--- src/rtl/viterbi_pkg.sv ---
// Shared types and constants for the Viterbi channel injector and its helpers.
package viterbi_pkg;

  typedef enum logic [1:0] {
    MODE_PASS     = 2'd0,
    MODE_PERIODIC = 2'd1,
    MODE_BURST    = 2'd2,
    MODE_RANDOM   = 2'd3
  } mode_e;

  typedef enum logic [1:0] {
    ST_IDLE  = 2'd0,
    ST_ARMED = 2'd1,
    ST_BURST = 2'd2
  } inj_state_e;

  localparam logic [15:0] LFSR_TAPS    = 16'hB400;
  localparam logic [15:0] DEFAULT_SEED = 16'hACE1;

  // One step of the right-shifting Galois LFSR.
  function automatic logic [15:0] lfsr_next(input logic [15:0] q);
    return q[0] ? ((q >> 1) ^ LFSR_TAPS) : (q >> 1);
  endfunction

endpackage

--- src/rtl/viterbi_channel_injector_lfsr16.sv ---
// 16-bit Galois LFSR (taps 0xB400, shift right); advances once per adv cycle.
module lfsr16
  import viterbi_pkg::*;
#(
  parameter logic [15:0] SEED = DEFAULT_SEED
) (
  input  logic        clk,
  input  logic        rst,
  input  logic        adv,
  output logic [15:0] q
);

  logic [15:0] r_q;

  // State register; a non-zero seed keeps the sequence off the all-zero lockup.
  always_ff @(posedge clk or posedge rst) begin
    if (rst) begin
      r_q <= SEED;
    end else if (adv) begin
      r_q <= lfsr_next(r_q);
    end
  end

  assign q = r_q;

endmodule

--- src/rtl/viterbi_channel_injector.sv ---
// Channel model between convolutional encoder and Viterbi decoder: corrupts
// symbols in pass/periodic/burst/random modes and keeps saturating statistics.
module viterbi_channel_injector
  import viterbi_pkg::*;
#(
  parameter int unsigned W     = 2,
  parameter int unsigned WIN   = 32,
  parameter int unsigned LEN_W = 4,
  parameter logic [15:0] SEED  = DEFAULT_SEED,
  parameter int unsigned CNT_W = 32
) (
  input  logic             clk,
  input  logic             rst,
  input  logic             valid_i,
  input  logic [W-1:0]     sym_i,
  input  logic [1:0]       mode_i,
  input  logic [W-1:0]     lane_mask_i,
  input  logic [15:0]      period_i,
  input  logic [LEN_W-1:0] burst_len_i,
  input  logic [15:0]      thresh_i,
  input  logic             clr_i,
  output logic             valid_o,
  output logic [W-1:0]     sym_o,
  output logic             err_o,
  output logic             busy_o,
  output logic [CNT_W-1:0] inj_sym_ct_o,
  output logic [CNT_W-1:0] inj_bit_ct_o
);

  localparam int unsigned WIN_W  = $clog2(WIN);
  localparam int unsigned PCNT_W = $clog2(W + 1);

  logic             r_valid;
  logic [W-1:0]     r_sym;
  logic             r_err;
  logic             r_busy;
  logic [CNT_W-1:0] r_sym_ct;
  logic [CNT_W-1:0] r_bit_ct;
  logic [1:0]       r_mode_q;
  logic [WIN_W-1:0] r_win_ct;
  logic [15:0]      r_per_ct;
  inj_state_e       r_state;
  logic [WIN_W-1:0] r_off_ct;
  logic [LEN_W-1:0] r_len_ct;

  mode_e             w_mode;
  logic              w_mode_chg;
  logic              w_inj;
  logic [15:0]       w_lfsr;
  logic [PCNT_W-1:0] w_pop;
  logic [CNT_W:0]    w_sym_sum;
  logic [CNT_W:0]    w_bit_sum;

  assign w_mode     = mode_e'(mode_i);
  assign w_mode_chg = (mode_i != r_mode_q);

  lfsr16 #(.SEED(SEED)) u_lfsr (
    .clk (clk),
    .rst (rst),
    .adv (valid_i),
    .q   (w_lfsr)
  );

  // Injection decision for the current symbol; a mode change suppresses it.
  always_comb begin
    w_inj = 1'b0;
    if (!w_mode_chg) begin
      unique case (w_mode)
        MODE_PERIODIC: w_inj = (period_i != 16'd0) && (r_per_ct == period_i - 16'd1);
        MODE_BURST:    w_inj = (r_state == ST_BURST);
        MODE_RANDOM:   w_inj = (w_lfsr < thresh_i);
        default:       w_inj = 1'b0;
      endcase
    end
  end

  // Number of lanes flipped by one corrupted symbol.
  always_comb begin
    w_pop = '0;
    for (int unsigned i = 0; i < W; i++) begin
      w_pop = w_pop + PCNT_W'(lane_mask_i[i]);
    end
  end

  assign w_sym_sum = {1'b0, r_sym_ct} + (CNT_W + 1)'(1);
  assign w_bit_sum = {1'b0, r_bit_ct} + (CNT_W + 1)'(w_pop);

  // Output datapath: one-cycle latency, symbol held across invalid cycles.
  always_ff @(posedge clk or posedge rst) begin
    if (rst) begin
      r_valid <= 1'b0;
      r_sym   <= '0;
      r_err   <= 1'b0;
    end else begin
      r_valid <= valid_i;
      if (valid_i) begin
        r_sym <= sym_i ^ (w_inj ? lane_mask_i : '0);
        r_err <= w_inj && (lane_mask_i != '0);
      end else begin
        r_err <= 1'b0;
      end
    end
  end

  // Saturating statistics; clear takes priority over a same-cycle increment.
  always_ff @(posedge clk or posedge rst) begin
    if (rst) begin
      r_sym_ct <= '0;
      r_bit_ct <= '0;
    end else if (clr_i) begin
      r_sym_ct <= '0;
      r_bit_ct <= '0;
    end else if (valid_i && w_inj) begin
      r_sym_ct <= w_sym_sum[CNT_W] ? '1 : w_sym_sum[CNT_W-1:0];
      r_bit_ct <= w_bit_sum[CNT_W] ? '1 : w_bit_sum[CNT_W-1:0];
    end
  end

  // Mode history (every cycle) and the free-running burst window counter.
  always_ff @(posedge clk or posedge rst) begin
    if (rst) begin
      r_mode_q <= '0;
      r_win_ct <= '0;
    end else begin
      r_mode_q <= mode_i;
      if (valid_i) begin
        r_win_ct <= r_win_ct + WIN_W'(1);
      end
    end
  end

  // Periodic spacing counter; also wraps if period_i shrinks below it.
  always_ff @(posedge clk or posedge rst) begin
    if (rst) begin
      r_per_ct <= '0;
    end else if (w_mode_chg) begin
      r_per_ct <= '0;
    end else if (valid_i && (w_mode == MODE_PERIODIC)) begin
      if ((period_i == 16'd0) || (r_per_ct >= period_i - 16'd1)) begin
        r_per_ct <= '0;
      end else begin
        r_per_ct <= r_per_ct + 16'd1;
      end
    end
  end

  // Burst FSM with registered busy flag tracking the next state.
  always_ff @(posedge clk or posedge rst) begin
    if (rst) begin
      r_state  <= ST_IDLE;
      r_busy   <= 1'b0;
      r_off_ct <= '0;
      r_len_ct <= '0;
    end else if (w_mode_chg) begin
      r_state <= ST_IDLE;
      r_busy  <= 1'b0;
    end else if (valid_i && (w_mode == MODE_BURST)) begin
      unique case (r_state)
        ST_IDLE: begin
          if ((r_win_ct == '0) && w_lfsr[0] && (burst_len_i != '0)) begin
            r_off_ct <= w_lfsr[WIN_W:1];
            r_state  <= ST_ARMED;
            r_busy   <= 1'b1;
          end
        end
        ST_ARMED: begin
          if (r_off_ct != '0) begin
            r_off_ct <= r_off_ct - WIN_W'(1);
          end else if (burst_len_i != '0) begin
            r_len_ct <= burst_len_i;
            r_state  <= ST_BURST;
          end else begin
            // Length dropped to zero while armed: nothing to inject.
            r_state <= ST_IDLE;
            r_busy  <= 1'b0;
          end
        end
        ST_BURST: begin
          if (r_len_ct <= LEN_W'(1)) begin
            r_state <= ST_IDLE;
            r_busy  <= 1'b0;
          end else begin
            r_len_ct <= r_len_ct - LEN_W'(1);
          end
        end
        default: begin
          r_state <= ST_IDLE;
          r_busy  <= 1'b0;
        end
      endcase
    end
  end

  assign valid_o      = r_valid;
  assign sym_o        = r_sym;
  assign err_o        = r_err;
  assign busy_o       = r_busy;
  assign inj_sym_ct_o = r_sym_ct;
  assign inj_bit_ct_o = r_bit_ct;

endmodule

--- config.mk ---
export PLATFORM = sky130hd
export DESIGN_NAME = viterbi_channel_injector
export DESIGN_NICKNAME = d
export VERILOG_FILES = /design/src/rtl/viterbi_pkg.sv /design/src/rtl/viterbi_channel_injector_lfsr16.sv /design/src/rtl/viterbi_channel_injector.sv
export SDC_FILE = /design/constraint.sdc
export NUM_CORES = 1
export LEC_CHECK = 0
export BUFFER_PORTS_ARGS = -buffer_cell sky130_fd_sc_hd__buf_2
export CELL_PAD_IN_SITES_DETAIL_PLACEMENT = 0
export CELL_PAD_IN_SITES_GLOBAL_PLACEMENT = 1
export CORE_MARGIN = 2
export CORE_UTILIZATION = 25
export DETAILED_ROUTE_END_ITERATION = 10
export PLACE_DENSITY_LB_ADDON = 0.1
export SYNTH_ARGS = -nofsm -noshare
export SYNTH_HDL_FRONTEND = slang
export SYNTH_SLANG_ARGS = --single-unit
--- constraint.sdc ---
create_clock -name clk -period 4.5 [get_ports clk]
set_input_delay 0.9 -clock clk [delete_from_list [all_inputs] [get_ports clk]]
set_output_delay 0.9 -clock clk [all_outputs]
set_load 0.005 [all_outputs]
Yosys cells after proc, flatten, opt, wreduce, memory -nomap -nowiden
Cells that the tools add are included.

operators by class
  $add $sub $neg = 8
  magnitude comparators = 3
  equality and inequality tests = 16
  mux-type cells = 35
  bitwise gates (word level) = 3
  reduce and logical (&&, ||, !) cells = 24

operator list
  kind                     count
  $mux W32                 6
  $mux W16                 4
  $add A32 B1 Y33 const B  1
  $add A32 B2 Y33          1
  $add A16 B1 Y16 const B  1
  $eq A16 B16 Y1           1
  $ge A16 B16 Y1           1
  $logic_not A16 Y1        1
  $lt A16 B16 Y1           1
  $reduce_bool A16 Y1      1
  $sub A16 B1 Y16 const B  1
  $mux W2                  7
  $mux W4                  3
  $reduce_bool A2 Y1       6
  $mux W5                  2
  $ne A2 B2 Y1 const B     5
  $pmux W5 S2              1
  $reduce_and A5 Y1        2
  $ne A3 B3 Y1 const B     3
  $mux W1                  8
  $pmux W4 S2              1
  $logic_and A1 B1 Y1      7
  $eq A2 B2 Y1 const B     3
  $pmux W1 S3              2
  19 further kinds         20

storage, ports and cells
  register bits = 119
  input bits = 46
  output and inout port bits = 69
  logic and storage cells = 102

Logic depth before layout (Yosys ltp)
  depth after elaboration = 8
  depth in mapped cells = 16
  depth with buffers taken out = 13

Hierarchy
A second synthesis with hierarchy kept.

second synthesis, totals
  cells, all modules = 826
  area, all modules = 7,567.3 um^2

modules (own cells, without submodules)
  module                    instances  cells an instance  area an instance (um^2)  sequential area each (um^2)
  viterbi_channel_injector  1          785                6,907.9                  2,577.5
  lfsr16                    1          41                 659.4                    410.4

Worst setup path before layout
No wires, ideal clock.

  kind = in2reg
  start = input port period_i[2]
  end = register r_sym_ct[15], in the netlist inj_sym_ct_o[15]
  setup time = 0.143 ns
  arrival = 3.729 ns
  required time = 4.357 ns
  slack = 0.628 ns
  stages = 13
  buffers on the path = 1
  path through = nor4_1 > and3_1 > nor3b_1 > xnor2_1 > ha_1 > nand4_1 > nor4_1 > nand4_1 > o32ai_2 > o21ai_1 > nor2_1 > clkbuf_1 > a311oi_1

on the way
  longest elaborated chain between the ends = 7
  elaborated cells on any way between the ends = 8

ends and longest elaborated chain
  element                           line                             RTL
  start: declaration                viterbi_channel_injector.sv:18   input logic [15:0] period_i,
  $sub A16 B1 Y16                   viterbi_channel_injector.sv:69   MODE_PERIODIC: w_inj = (period_i != 16'd0) && (r_per_ct == period_i - 16'd1);
  $eq A16 B16 Y1                    viterbi_channel_injector.sv:69
  $logic_and A1 B1 Y1 (*)           viterbi_channel_injector.sv:69
  $pmux W1 S3 (*)                   viterbi_channel_injector.sv:68   unique case (w_mode)
  $mux W1 (*)                       viterbi_channel_injector.sv:67   if (!w_mode_chg) begin
  $logic_and A1 B1 Y1 (*)           viterbi_channel_injector.sv:113  end else if (valid_i && w_inj) begin
  $reduce_bool A2 Y1 (no line) (*)  n/a
  end signal: assignment            viterbi_channel_injector.sv:114  r_sym_ct <= w_sym_sum[CNT_W] ? '1 : w_sym_sum[CNT_W-1:0];
  end: declaration                  viterbi_channel_injector.sv:37   logic [CNT_W-1:0] r_sym_ct;

Mark *: on every way between the ends. The rest lies on a longest branch, timed or not.
A chain may end at the register's enable or synchronous reset.

Worst setup path in the final report
  start = input port period_i[2]
  end = register r_sym_ct[4], in the netlist inj_sym_ct_o[4]

Same word-level chain as after synthesis.

==> flow_metrics.tcl <==
set metrics [dict create \
    cts_resized 0 \
    start_util_pct 25.40 \
    power_per_cell_area_nw_per_um2 366.6 \
    r2r_setup_slack_ps 1630 \
    synth_edf_count 0 \
    critical_path_arrival_ps 4250 \
    synthFlopType "dfrtp_1" \
    dieArea_sq_um 30630 \
    slew_viol_final 0 \
    yosysMostFrequentCell "dfrtp_1" \
    syn_to_final_growth_pct 24.23 \
    async_flop_share_pct 100.0 \
    worstSkewPairLatency_ps 420 \
    min-delay-start "r_win_ct[4]$_DFFE_PP0P_" \
    cp_slowest_cell "nor4_1" \
    gr-usage-met1_pct 20.49 \
    globalRouteTotalUtil_pct 14.58 \
    grt_max_degree 61 \
    grt_overflow_total 0 \
    fp.dieW_microns 175.0 \
    fin_tns_setup_ps 0 \
    drtPass1Iterations 5 \
    drive_above_1_share_pct 22.67 \
    synth_area_sq_um 7311 \
    setup_viol 0 \
    final_hold_viol_count 0 \
    seq_power_share_pct 39.4 \
    cts_sinks 119 \
    ys_ff_latch 119 \
    postLayoutCoreUtil_pct 31.56 \
    core_region_area_sq_um 28780 \
    synthCells 805 \
    placed_area_sq_um 8432 \
    grt-busiest-layer "met2" \
    hold_path_end "r_win_ct[4]$_DFFE_PP0P_" \
    htree_levels 4 \
    synth_fp_nets 894 \
    clock-root-buffer "clkbuf_16" \
    endpoint_kind "flop" \
    postCtsSetupBuffers 0 \
    cpPeakStageDelay_ps 430 \
    met3_usage_pct 3.177 \
    fin_area_sq_um 9082 \
    antenna_found_initial 0 \
    irDropWorstVdd_mv 0.2351 \
    final_net_count 1020 \
    seq_area_sq_um 2988 \
    cts_max_path_buffers 2 \
    ys_seq_area_share_pct 40.87 \
    ant_nets 0 \
    pwr-share-clk_pct 46.4 \
    fin_crit_ps 3940 \
    wire_per_inst_microns 16.58 \
    diodes 0 \
    p_leak_nw 4.156 \
    use_met2_pct 22.91 \
    path_cells "buf_2, nor4_1, buf_4, and3_1, nor3b_1, xnor2_1, ha_1, nand4_1, nor4_1, nand4_1, o32ai_2, o21a_2, buf_12, a41oi_1, a311oi_1" \
    postCtsHoldBufs 0 \
    route.vias.total 6479 \
    synth_area_per_cell_sq_um 9.082 \
    fill_cells 3059 \
    min_period_over_period_pct 87.56 \
    skew_ps 15.78 \
    cts_made_buffers 17 \
    yosys_warnings 0 \
    r2r_end "inj_sym_ct_o[4]$_DFFE_PP0P_" \
    relSlewSlack_pct 36.99 \
    combPwrFrac_pct 14.2 \
    required_ps 4810 \
    port_buffers 114 \
    yosys.area.top_type "dfrtp_1" \
    drt_iter0_drc 462 \
    wl_microns 22010 \
    hold_path.class "reg2reg" \
    swShare_pct 27.24 \
    intPower_mw 2.422 \
    grt_pass1_vias 6535 \
    start_kind "input pin" \
    holdPathStages 1 \
    yosysUniqueCellTypes 67 \
    switching_power_mw 0.9069 \
    synth.top_cell.area_share_pct 37.99 \
    tightest_slew_ps 945.1 \
    gp_congestion 0.7337 \
    outcome "finished, final reports clean" \
    num_rows 62 \
    r2r_cells 9 \
    worstReg2RegStart "r_per_ct[10]$_DFFE_PP0P_" \
    rsz0062_at_grt "false" \
    whs_ps 479.8 \
    synthTopCellsByCount "dfrtp_1, nand2_1, nor2_1" \
    ioPinCount 115 \
    clk_pin_slew_worst_paths_ps 60 \
    via_per_inst 4.879 \
    grt_pass1_wl_microns 35880 \
    path_class "in2reg" \
    ys_top_cells_by_area "dfrtp_1, ha_1, a21oi_1" \
    fp.dieH_microns 175.0 \
    drc 0 \
    cts_tree "built" \
    drv_cap 0 \
    path_max_fanout 50 \
    fmax_mhz 253.8 \
    multiInputGateArea_sq_um 4003 \
    place_hpwl_microns 15550 \
]
## placed cells by master (no fill, tap or decap), drive strengths merged, types with 3 or more instances in the layout
master  synthesis  final
and3           25     25
nor3b           5      5
nand3          21     21
clkbuf         25     19
and4            9      9
mux2           14     14
o311ai          3      3
a31o            3      3
and2           15     15
a41o            3      3
a31oi          14     14
a21oi          57     57
inv            40     44
nor4b           5      5
nor2b           5      5
dfstp           8      8
a41oi          10     10
dfrtp         111    111
xnor2          17     17
nand2          72     72
xor2           13     13
buf            12    144
o21ai          38     38
or3             3      3
nand4          14     14
a21o            8      8
or2             8      8
or4             3      3
bufinv          0      5
nand2b          4      4
a211oi         32     32
nor2           66     66
a311oi         21     21
nor3           39     39
nor4            3      3
a22oi           5      5
ha             42     42
## worst max path at each step
stage	start	to	slack [ps]
floorplan	rst	busy_o$_DFFE_PP0P_	460
global placement	period_i[2]	inj_sym_ct_o[25]$_DFFE_PP0P_	210
detailed placement	period_i[2]	inj_sym_ct_o[25]$_DFFE_PP0P_	80
CTS	period_i[2]	inj_sym_ct_o[4]$_DFFE_PP0P_	540
global route	period_i[2]	inj_sym_ct_o[13]$_DFFE_PP0P_	160
finish	period_i[2]	inj_sym_ct_o[4]$_DFFE_PP0P_	560
## worst max-delay path, delay by kind of cell
kind | cells | cell delay, ps
AOI/OAI and AO/OA | 4 | 930
buffers and inverters | 3 | 530
adders and majority gates | 1 | 300
and+or+nand+nor | 6 | 1430
xor gates and xnor gates | 1 | 110
## sequential cells by signal (all words and copies together), names as in the netlist
signal,flops
r_mode_q,2
r_len_ct,4
valid_o,1
busy_o,1
err_o,1
r_per_ct,16
inj_bit_ct_o,32
r_win_ct,5
sym_o,2
r_off_ct,5
r_state,2
u_lfsr.q,16
inj_sym_ct_o,32
## power by group through the flow
stage	combinational, mW	sequential (mW)	clock [mW]
2_1_floorplan	0.366	1.29	0
3_3_place_gp	0.481	1.34	0
3_5_place_dp	0.482	1.33	0
4_1_cts	0.485	1.31	1.60
5_1_grt	0.551	1.33	1.64
6_report	0.473	1.31	1.54
## per-stage QoR
step                      worst slack (ps)  power (mW)  cells
after floorplan                      455.8       1.655    805
final                                559.7       3.329   1328
after global placement               209.2       1.818   1296
after global routing                 156.0       3.528   1328
after detailed placement             83.83       1.816   1296
after CTS                            544.7       3.398   1328
## logic make-up after synthesis
family          count (synthesis)  synth area share [%]
xor+xnor                       30                 3.594
simple gates                  303                 21.17
fa+ha+maj                      43                 7.462
mux                            15                 2.293
compound gates                218                 20.16
flops                         119                 40.87
buf+inv                        77                 4.450
## cell type report
class                      count  area share (%)
multi-input combinational    609           44.07
sequential                   119           32.90
timing repair buffer         144           8.899
tap                          384           5.290
clock buffer                  19           4.766
clock inverter                13           2.397
inverter                      40           1.681
## metal layers
| metal | up-vias | share of wire (%) |
|---|---|---|
| met5 | - | 0 |
| met4 | 0 | 0.75 |
| met3 | 12 | 3.5 |
| met2 | 113 | 46 |
| met1 | 3107 | 49 |
| li1 | 3247 | - |
(Power assumes the default switching activity.)
